$ cat config.mk
export PLATFORM = sky130hd
export DESIGN_NAME = est_loop_ctrl
export DESIGN_NICKNAME = d
export VERILOG_FILES = /design/src/rtl/est_loop_ctrl.sv
export SDC_FILE = /design/constraint.sdc
export NUM_CORES = 1
export LEC_CHECK = 0
export CORE_MARGIN = 8
export CORE_UTILIZATION = 42
export DETAILED_ROUTE_END_ITERATION = 12
export PLACE_DENSITY = 0.73
export SYNTH_ARGS = -nofsm -noshare
export SYNTH_HDL_FRONTEND = slang
export SYNTH_SLANG_ARGS = --single-unit
$ cat constraint.sdc
create_clock -name clk -period 5.84 [get_ports clk]
set_clock_uncertainty 0.05 [all_clocks]
set_input_delay 0.584 -clock clk [delete_from_list [all_inputs] [get_ports clk]]
set_output_delay 0.584 -clock clk [all_outputs]
set_load 0.01 [all_outputs]
$ cat src/rtl/est_loop_ctrl.sv
// Sequencer for the closed-loop delay estimator: picks delay polarity, gates the
// TOF counter, forwards measurements, handles W loading, timeouts and the estimate.
module est_loop_ctrl #(
  parameter int unsigned TIMEOUT   = 255,
  parameter int unsigned HOLD_MIN  = 2,
  parameter logic [3:0]  W_DEFAULT = 4'd8
) (
  input  logic       clk,
  input  logic       reset_L,
  input  logic       l_r,
  input  logic [3:0] W_ext,
  input  logic       X1_sync,
  input  logic       X2_sync,
  input  logic       tof_ready,
  input  logic [7:0] tof_count,
  input  logic       est_ready,
  input  logic [7:0] est_data,
  output logic       input_sel,
  output logic       tof_en,
  output logic [7:0] z_out,
  output logic       z_valid,
  output logic [3:0] W_cfg,
  output logic       w_load,
  output logic [7:0] Y_output,
  output logic       lag_sign,
  output logic       data_ready,
  output logic       timeout_err
);

  localparam logic [2:0] IDLE     = 3'd0;
  localparam logic [2:0] ARM      = 3'd1;
  localparam logic [2:0] MEASURE  = 3'd2;
  localparam logic [2:0] WAIT_EST = 3'd3;
  localparam logic [2:0] LOAD     = 3'd4;

  logic [2:0] state, state_next;
  logic [7:0] timer;
  logic       lr_s1, lr_s2, lr_q;
  logic [7:0] lr_cnt;
  logic       x1_prev, x2_prev;
  logic       x1_rise, x2_rise;
  logic       timer_exp;
  logic       fire_z, fire_y, tmo;
  logic       load_entry;

  // l_r pad: two-flop synchronizer, then accept a new level only after it has
  // differed from lr_q for HOLD_MIN consecutive cycles.
  always_ff @(posedge clk or negedge reset_L) begin
    if (!reset_L) begin
      lr_s1  <= 1'b0;
      lr_s2  <= 1'b0;
      lr_q   <= 1'b0;
      lr_cnt <= '0;
    end else begin
      lr_s1 <= l_r;
      lr_s2 <= lr_s1;
      if (lr_s2 == lr_q) begin
        lr_cnt <= '0;
      end else if (lr_cnt == 8'(HOLD_MIN - 1)) begin
        lr_q   <= lr_s2;
        lr_cnt <= '0;
      end else begin
        lr_cnt <= lr_cnt + 8'd1;
      end
    end
  end

  always_ff @(posedge clk or negedge reset_L) begin
    if (!reset_L) begin
      x1_prev <= 1'b0;
      x2_prev <= 1'b0;
    end else begin
      x1_prev <= X1_sync;
      x2_prev <= X2_sync;
    end
  end

  assign x1_rise   = X1_sync & ~x1_prev;
  assign x2_rise   = X2_sync & ~x2_prev;
  assign timer_exp = (timer == 8'(TIMEOUT - 1));

  // Priority in every active state: lr_q, then the state's event, then timeout.
  always_comb begin
    state_next = state;
    fire_z     = 1'b0;
    fire_y     = 1'b0;
    tmo        = 1'b0;
    case (state)
      IDLE: state_next = lr_q ? LOAD : ARM;
      ARM: begin
        if (lr_q)                    state_next = LOAD;
        else if (x1_rise || x2_rise) state_next = MEASURE;
        else if (timer_exp)          tmo = 1'b1;
      end
      MEASURE: begin
        if (lr_q) begin
          state_next = LOAD;
        end else if (tof_ready) begin
          fire_z     = 1'b1;
          state_next = WAIT_EST;
        end else if (timer_exp) begin
          tmo        = 1'b1;
          state_next = ARM;
        end
      end
      WAIT_EST: begin
        if (lr_q) begin
          state_next = LOAD;
        end else if (est_ready) begin
          fire_y     = 1'b1;
          state_next = ARM;
        end else if (timer_exp) begin
          tmo        = 1'b1;
          state_next = ARM;
        end
      end
      LOAD: if (!lr_q) state_next = ARM;
      default: state_next = IDLE;
    endcase
  end

  assign load_entry = (state_next == LOAD) && (state != LOAD);

  always_ff @(posedge clk or negedge reset_L) begin
    if (!reset_L) begin
      state       <= IDLE;
      timer       <= '0;
      input_sel   <= 1'b0;
      tof_en      <= 1'b0;
      z_out       <= '0;
      z_valid     <= 1'b0;
      W_cfg       <= W_DEFAULT;
      w_load      <= 1'b0;
      Y_output    <= '0;
      lag_sign    <= 1'b0;
      data_ready  <= 1'b0;
      timeout_err <= 1'b0;
    end else begin
      state <= state_next;
      // A timeout in ARM re-enters ARM, so it restarts the timer like any entry.
      if ((state_next != state) || tmo)
        timer <= '0;
      else if (state == ARM || state == MEASURE || state == WAIT_EST)
        timer <= timer + 8'd1;

      if (state == ARM && state_next == MEASURE)
        input_sel <= ~x1_rise;
      tof_en <= (state_next == MEASURE);

      z_valid <= fire_z;
      if (fire_z)
        z_out <= tof_count;

      data_ready <= fire_y;
      if (fire_y) begin
        Y_output <= est_data;
        lag_sign <= input_sel;
      end

      w_load <= load_entry;
      if (load_entry) begin
        W_cfg       <= W_ext;
        timeout_err <= 1'b0;
      end else if (tmo) begin
        timeout_err <= 1'b1;
      end
    end
  end

endmodule

==> impl_metrics.yaml, run 1 <==
global_routing:
  grt_pass1_wl_um: 7360
  grt_max_degree: 52
  grt_util_met3_pct: 3.90
  antenna_found_initial: 0
  grt_pass1_vias: 1521
  grt-busiest-layer: "met2"
  use_met2_pct: 19.1
  overflow: 0
  grtUsageMet1_pct: 14.9
  track_usage_pct: 12.0
critical_path:
  cpMaxStageDelayCell: "clkdlybuf4s50_1"
  cp_max_fo: 8
  r2r_start: "lr_cnt[1]"
  cpPeakStageDelay_ps: 510
  worst_ep_arrival_time_ps: 2120
  cp_top_family: "compound AO/OA/AOI/OAI gates"
  cp-startpoint: "est_ready"
  critPathBufInv: 1
  crit_path_end_kind: "flip-flop"
  setup.worst_path.class: "input port to flip-flop"
  path_cells: "clkdlybuf4s50_1 -> a21boi_0 -> a32oi_1 -> a211oi_2 -> a2111oi_0"
  start_kind: "input port"
  cp_data_required_time_ps: 5960
floorplan:
  core_um2: 5110
  start_util_pct: 43.6
  ios: 54
  std_cell_rows: 26
  die_x_um: 88.8
  dieArea_um2: 7890
  die_y_um: 88.8
layout:
  ff_latch_area_um2: 1280
  nets: 269
  layout-drive-gt1-share_pct: 17.2
  syn_to_final_growth_pct: 31.1
  multiInputGateArea_um2: 903
  diodes: 0
  fin_area_um2: 2920
  n_fill_cell: 457
cts:
  cts_tree: "yes"
  cts-root-buf: "clkbuf_8"
  max-clock-path-buffers: 2
  cts_setup_buffers: 0
  htreeDepth: 2
  cts.sinks: 51
  clk_latency_ps: 300
  cts_buffers: 5
  cts.clk_slew.worst_paths_ps: 90
  cts-resized-gates: 0
  ctsHoldBuffers: 0
timing:
  fin_crit_ps: 2010
  setup-violations-final: 0
  slew-limit-headroom_pct: 58.0
  clock.fmax_mhz: 498
  finalCritPeriodShare_pct: 34.4
  fin_ws_ps: 3830
  finalMaxSlewViolations: 0
  final_hold_viol_count: 0
  tns_ps: 0
  rsz0062_at_grt: "false"
  tightest_slew_ps: 630
worst_hold_path:
  hold_start: "lr_s1"
  hold_path_class: "flip-flop to flip-flop"
synth:
  yosysSeqAreaShare_pct: 57.4
  synth_top_area_cell: "dfrtp_1"
  syn-num-nets: 214
  synth_area_per_cell_um2: 12.2
  synth_cell_type_count: 38
  ys_ff_latch: 51
  syn_inst: 183
  syn_area_um2: 2230
  synth_area_leaders: "dfrtp_1, mux2_2, xor2_1"
  yosysWarnings: 0
  async_flop_share_pct: 100
  ys.flop_type: "dfrtp_1"
  synth.top_cell.area_share_pct: 56.2
  synth_edf_count: 0
routing:
  wl_per_cell_um: 14.8
  viasPerCell: 4.95
  vias: 1529
  drt_iter0_markers: 44
  first_pass_iters: 4
  drc: 0
  drtAntennaViolNets: 0
  drt-total-wl_um: 4590
pwr:
  vdd_drop_max_uv: 179
  power_density_nw_per_um2: 411
  leakagePower_nw: 1.24
place:
  post-place-ws_ps: 3510
  io_buffers: 53
  dp_hpwl_um: 3400
  gp_congestion: 0.844
  detailed_place.area_um2: 2820
status:
  status: "completed"
run:
  cap_violations: 0
==> synthesized netlist by cell type (3+ instances only) <==
cell      count
nand4_1       3
clkbuf_1      3
and2_1        3
dfrtp_1      50
nor2_1       12
xor2_1        9
nand2_1       6
a21oi_1       4
ha_1          4
nor2b_1       3
buf_2         3
inv_1         5
nand3_1       9
o21ai_0       4
mux2_2       22
nor3_1       11
nand2b_1      4
xnor2_1       5
and3_1        4
==> layout by cell type (no fill, tap or decap), drive strengths merged, types with 2 or more instances in the layout <==
cell / netlist / final
nor3: 11 / 11
clkdlybuf4s50: 0 / 52
nor2b: 3 / 3
and2: 3 / 3
nand4: 3 / 3
nor2: 13 / 13
mux2: 23 / 23
a21oi: 4 / 4
nand3: 9 / 9
inv: 5 / 5
xnor2: 5 / 5
ha: 4 / 4
buf: 3 / 2
dfrtp: 50 / 50
and3: 5 / 5
xor2: 9 / 9
clkbuf: 3 / 6
nand2: 6 / 6
nand2b: 4 / 4
or2: 2 / 2
o21ai: 4 / 4
==> report_power, final <==
part	leakage, nW	internal [mW]	switching (mW)
sequential	0.666	0.452	0.0816
combinational	0.530	0.264	0.191
clock	0.0474	0.0968	0.116
==> worst paths after layout <==
kind	to	slack (ps)	cells past startpoint
worst max register to register	lr_cnt[7]	3870	6
worst min register to register	lr_s2	310	0
worst min-delay path	lr_s2	310	0
max in group asynchronous	Y_output[1]	4990	2
min in group asynchronous	timer[7]	320	2
worst max-delay path	timer[1]	3830	5
==> logic make-up after synthesis <==
group | Yosys count | synth area share, %
AOI/OAI and AO/OA | 18 | 6.18
muxes | 23 | 11.8
DFF | 51 | 57.4
adders and majority gates | 4 | 2.25
xor gates and xnor gates | 14 | 5.51
buffers and inverters | 11 | 2.02
and+or+nand+nor | 62 | 14.8
==> flip-flops by register name, indices dropped and copies added, names as in the netlist, 3 cells and up <==
signal	flops
state	3
Y_output	8
W_cfg	4
z_out	8
lr_cnt	8
timer	8
==> final cells by class <==
type	count	share of cell area, %
flip-flops and latches	51	43.8
multi-input cells	121	30.9
repair buffers	54	18.3
well taps	70	3.00
clock buffers	6	2.83
inverters	5	0.643
clock inverters	2	0.557
==> worst reg2reg max path, delay by kind of cell, from the launching register on <==
kind                       cells  cell delay, ps
and+or+nand+nor                4            1190
DFF                            1             430
buffers and inverters          1              70
adders and majority gates      1             120
==> layer usage <==
layer,wire length [um],share of wire [%]
met1,2130,46
met2,2120,46
met3,273,6.0
met4,59,1.3
met5,0,0
==> metrics by stage <==
stage / instances / power [mW] / utilization [%] / hold slack (ps)
5_1_grt: 309 / 1.28 / 57.2 / 317
3_5_place_dp: 301 / 1.00 / 55.2 / 289
3_3_place_gp: 301 / 0.993 / 55.2 / 285
6_report: 309 / 1.20 / 57.2 / 306
4_1_cts: 309 / 1.22 / 57.2 / 309
2_1_floorplan: 183 / 0.780 / - / 238
Note: power is estimated with default switching activity, not from simulation.
==> run 2: changes to the inputs <==
- PLACE_DENSITY: 0.73 -> 0.75
- clock period: 5.84 -> 1.7 ns (I/O delays scaled with it)
==> run 2 against run 1 <==
Effect of this change: the flow now finishes with violations (setup timing); global-route usage is 0.55 points higher; cell count up 9.1%; via count up 6.2%; first-iteration DRC count increased by 20%; sequential share of layout area fell by 5.1 points; utilization up 7.5 points; worst hold slack worse by 46 ps; sequential power grew to 3.3 times the previous value; worst setup slack got worse by 4100 ps; critical endpoint is now lr_q; largest cell class unchanged.
==> impl_metrics.yaml, run 2 (synthesized netlist as in run 1, its figures left out) <==
status:
  status: "finished, violations left"
  violations: "setup timing"
critical_path:
  cpPeakStageDelay_ps: 440
  cpMaxStageDelayCell: "or4_4"
  path_depth: 5
  crit_path_end_kind: "flip-flop"
  start_kind: "flip-flop"
  setup.worst_path.class: "flip-flop to flip-flop"
  path_cells: "inv_1 -> ha_1 -> or4b_1 -> or4_4 -> mux2_4"
  critPathBufInv: 1
  cp_max_fo: 2
  cp_data_required_time_ps: 1830
  cp_top_family: "simple AND/OR/NAND/NOR gates"
  r2r_end: "lr_q"
  worst_ep_arrival_time_ps: 2050
  r2r_cells: 5
  r2r_start: "lr_cnt[1]"
  rrSetupSlack_ps: -220
layout:
  syn_to_final_growth_pct: 48.4
  multiInputGateArea_um2: 996
  nets: 297
  layout_commonest_cell: "clkdlybuf4s50_1"
  ff_latch_area_um2: 1280
  layout-drive-gt1-share_pct: 30.7
  mostFrequentLayoutCells: "clkdlybuf4s50_1, dfrtp_1, buf_4, mux2_2, nor2_1"
  diodes: 0
  stdcell_count: 337
  n_fill_cell: 414
routing:
  drc: 0
  vias: 1624
  drtAntennaViolNets: 0
  drt_iter0_markers: 53
  drt-total-wl_um: 4980
  first_pass_iters: 4
  wl_per_cell_um: 14.8
  viasPerCell: 4.82
global_routing:
  overflow: 0
  antenna_found_initial: 0
  grt_pass1_wl_um: 7750
  grt_max_degree: 33
  track_usage_pct: 12.6
  grt_pass1_vias: 1649
pwr:
  seqPwrFrac_pct: 36.2
  p_comb_share_pct: 43.6
  intPower_mw: 3.36
  power.switching_mw: 1.48
  vdd_drop_max_uv: 628
  leakagePower_nw: 1.43
  power_density_nw_per_um2: 1460
  clkPwrFrac_pct: 20.2
  swShare_pct: 30.7
cts:
  clk_latency_ps: 300
  cts-root-buf: "clkbuf_8"
  max-clock-path-buffers: 2
  htreeDepth: 2
  cts_buffers: 5
  cts.sinks: 51
  cts_tree: "yes"
  cts.clk_slew.worst_paths_ps: 90
timing:
  finalMaxSlewViolations: 0
  tightest_slew_ps: 465
  rsz0062_at_grt: "true"
  final_hold_viol_count: 0
  fin_crit_ps: 1920
  finalCritPeriodShare_pct: 113
  fin_ws_ps: -221
  clock.fmax_mhz: 520
  slew-limit-headroom_pct: 69.0
  setup-violations-final: 9
  tns_ps: -1240
place:
  io_buffers: 53
  dp_hpwl_um: 3710
  gp_congestion: 0.831
  post-place-ws_ps: -242
  dp_cells: 326
run:
  cap_violations: 0
floorplan:
  ios: 54
  die_x_um: 88.8
  die_y_um: 88.8
  dieArea_um2: 7890
  core_um2: 5110
  std_cell_rows: 26
  start_util_pct: 43.6
worst_hold_path:
  hold_path_class: "input port to flip-flop"
  hold_path_depth: 1
  whs_endpoint: "lr_s1"
  hold_start: "l_r"
==> run 2: through the flow <==
stage          power, mW  utilization [%]  instance area (um^2)  hold WS (ps)
2_1_floorplan       2.68                -                  2230          -176
3_3_place_gp        3.67             59.7                  3050          99.0
3_5_place_dp        3.72             59.7                  3050           101
4_1_cts             4.73             62.9                  3210           251
5_1_grt             5.12             64.7                  3300           258
6_report            4.84             64.7                  3300           260
==> run 2: area by class of cell <==
cell class	count	share of cell area (%)
Clock inverter	3	2.05
Inverter	5	0.568
Clock buffer	5	2.08
Timing Repair Buffer	82	23.8
Multi-Input combinational cell	121	30.2
Sequential cell	51	38.7
Tap cell	70	2.65
==> run 2: worst max-delay path by stage <==
| stage | slack (ps) | start | endpoint |
|---|---|---|---|
| 4_1_cts | -230 | lr_cnt[1] | lr_q |
| 3_5_place_dp | -240 | X2_sync | timer[1] |
| 3_3_place_gp | -170 | lr_cnt[1] | lr_cnt[6] |
| 6_report | -220 | lr_cnt[1] | lr_q |
| 2_1_floorplan | -180 | lr_cnt[1] | lr_q |
| 5_1_grt | -250 | lr_cnt[1] | lr_q |
==> run 2: worst register-to-register path, cell delays in order, from the launching register on <==
cell and delay (ps):
dfrtp_1 390, inv_1 70, ha_1 140, or4b_1 420
or4_4 440, mux2_4 310
==> run 2: power groups by stage <==
stage               registers [mW]  clock network, mW  logic (mW)
floorplan                     1.87                  0       0.819
global placement              1.76                  0        1.92
detailed placement            1.77                  0        1.94
CTS                           1.75               1.01        1.97
global route                  1.80               1.05        2.27
finish                        1.75              0.978        2.11
==> run 2: metal layers <==
metal / track usage, % / wire (um) / vias up
li1: - / - / 809
met1: 15.5 / 2210 / 771
met2: 20.3 / 2430 / 40
met3: 4.27 / 322 / 4
met4: 3.53 / 24 / 0
met5: 0 / 0 / -
==> run 2: what timing repair did <==
item                                    CTS  global route
endpoints found under the setup margin   15            19
buffers inserted                          0             2
hold buffers                              1             0
hold endpoints to repair                 18             0
gates resized for setup                   4            15
pin swaps                                 1             5
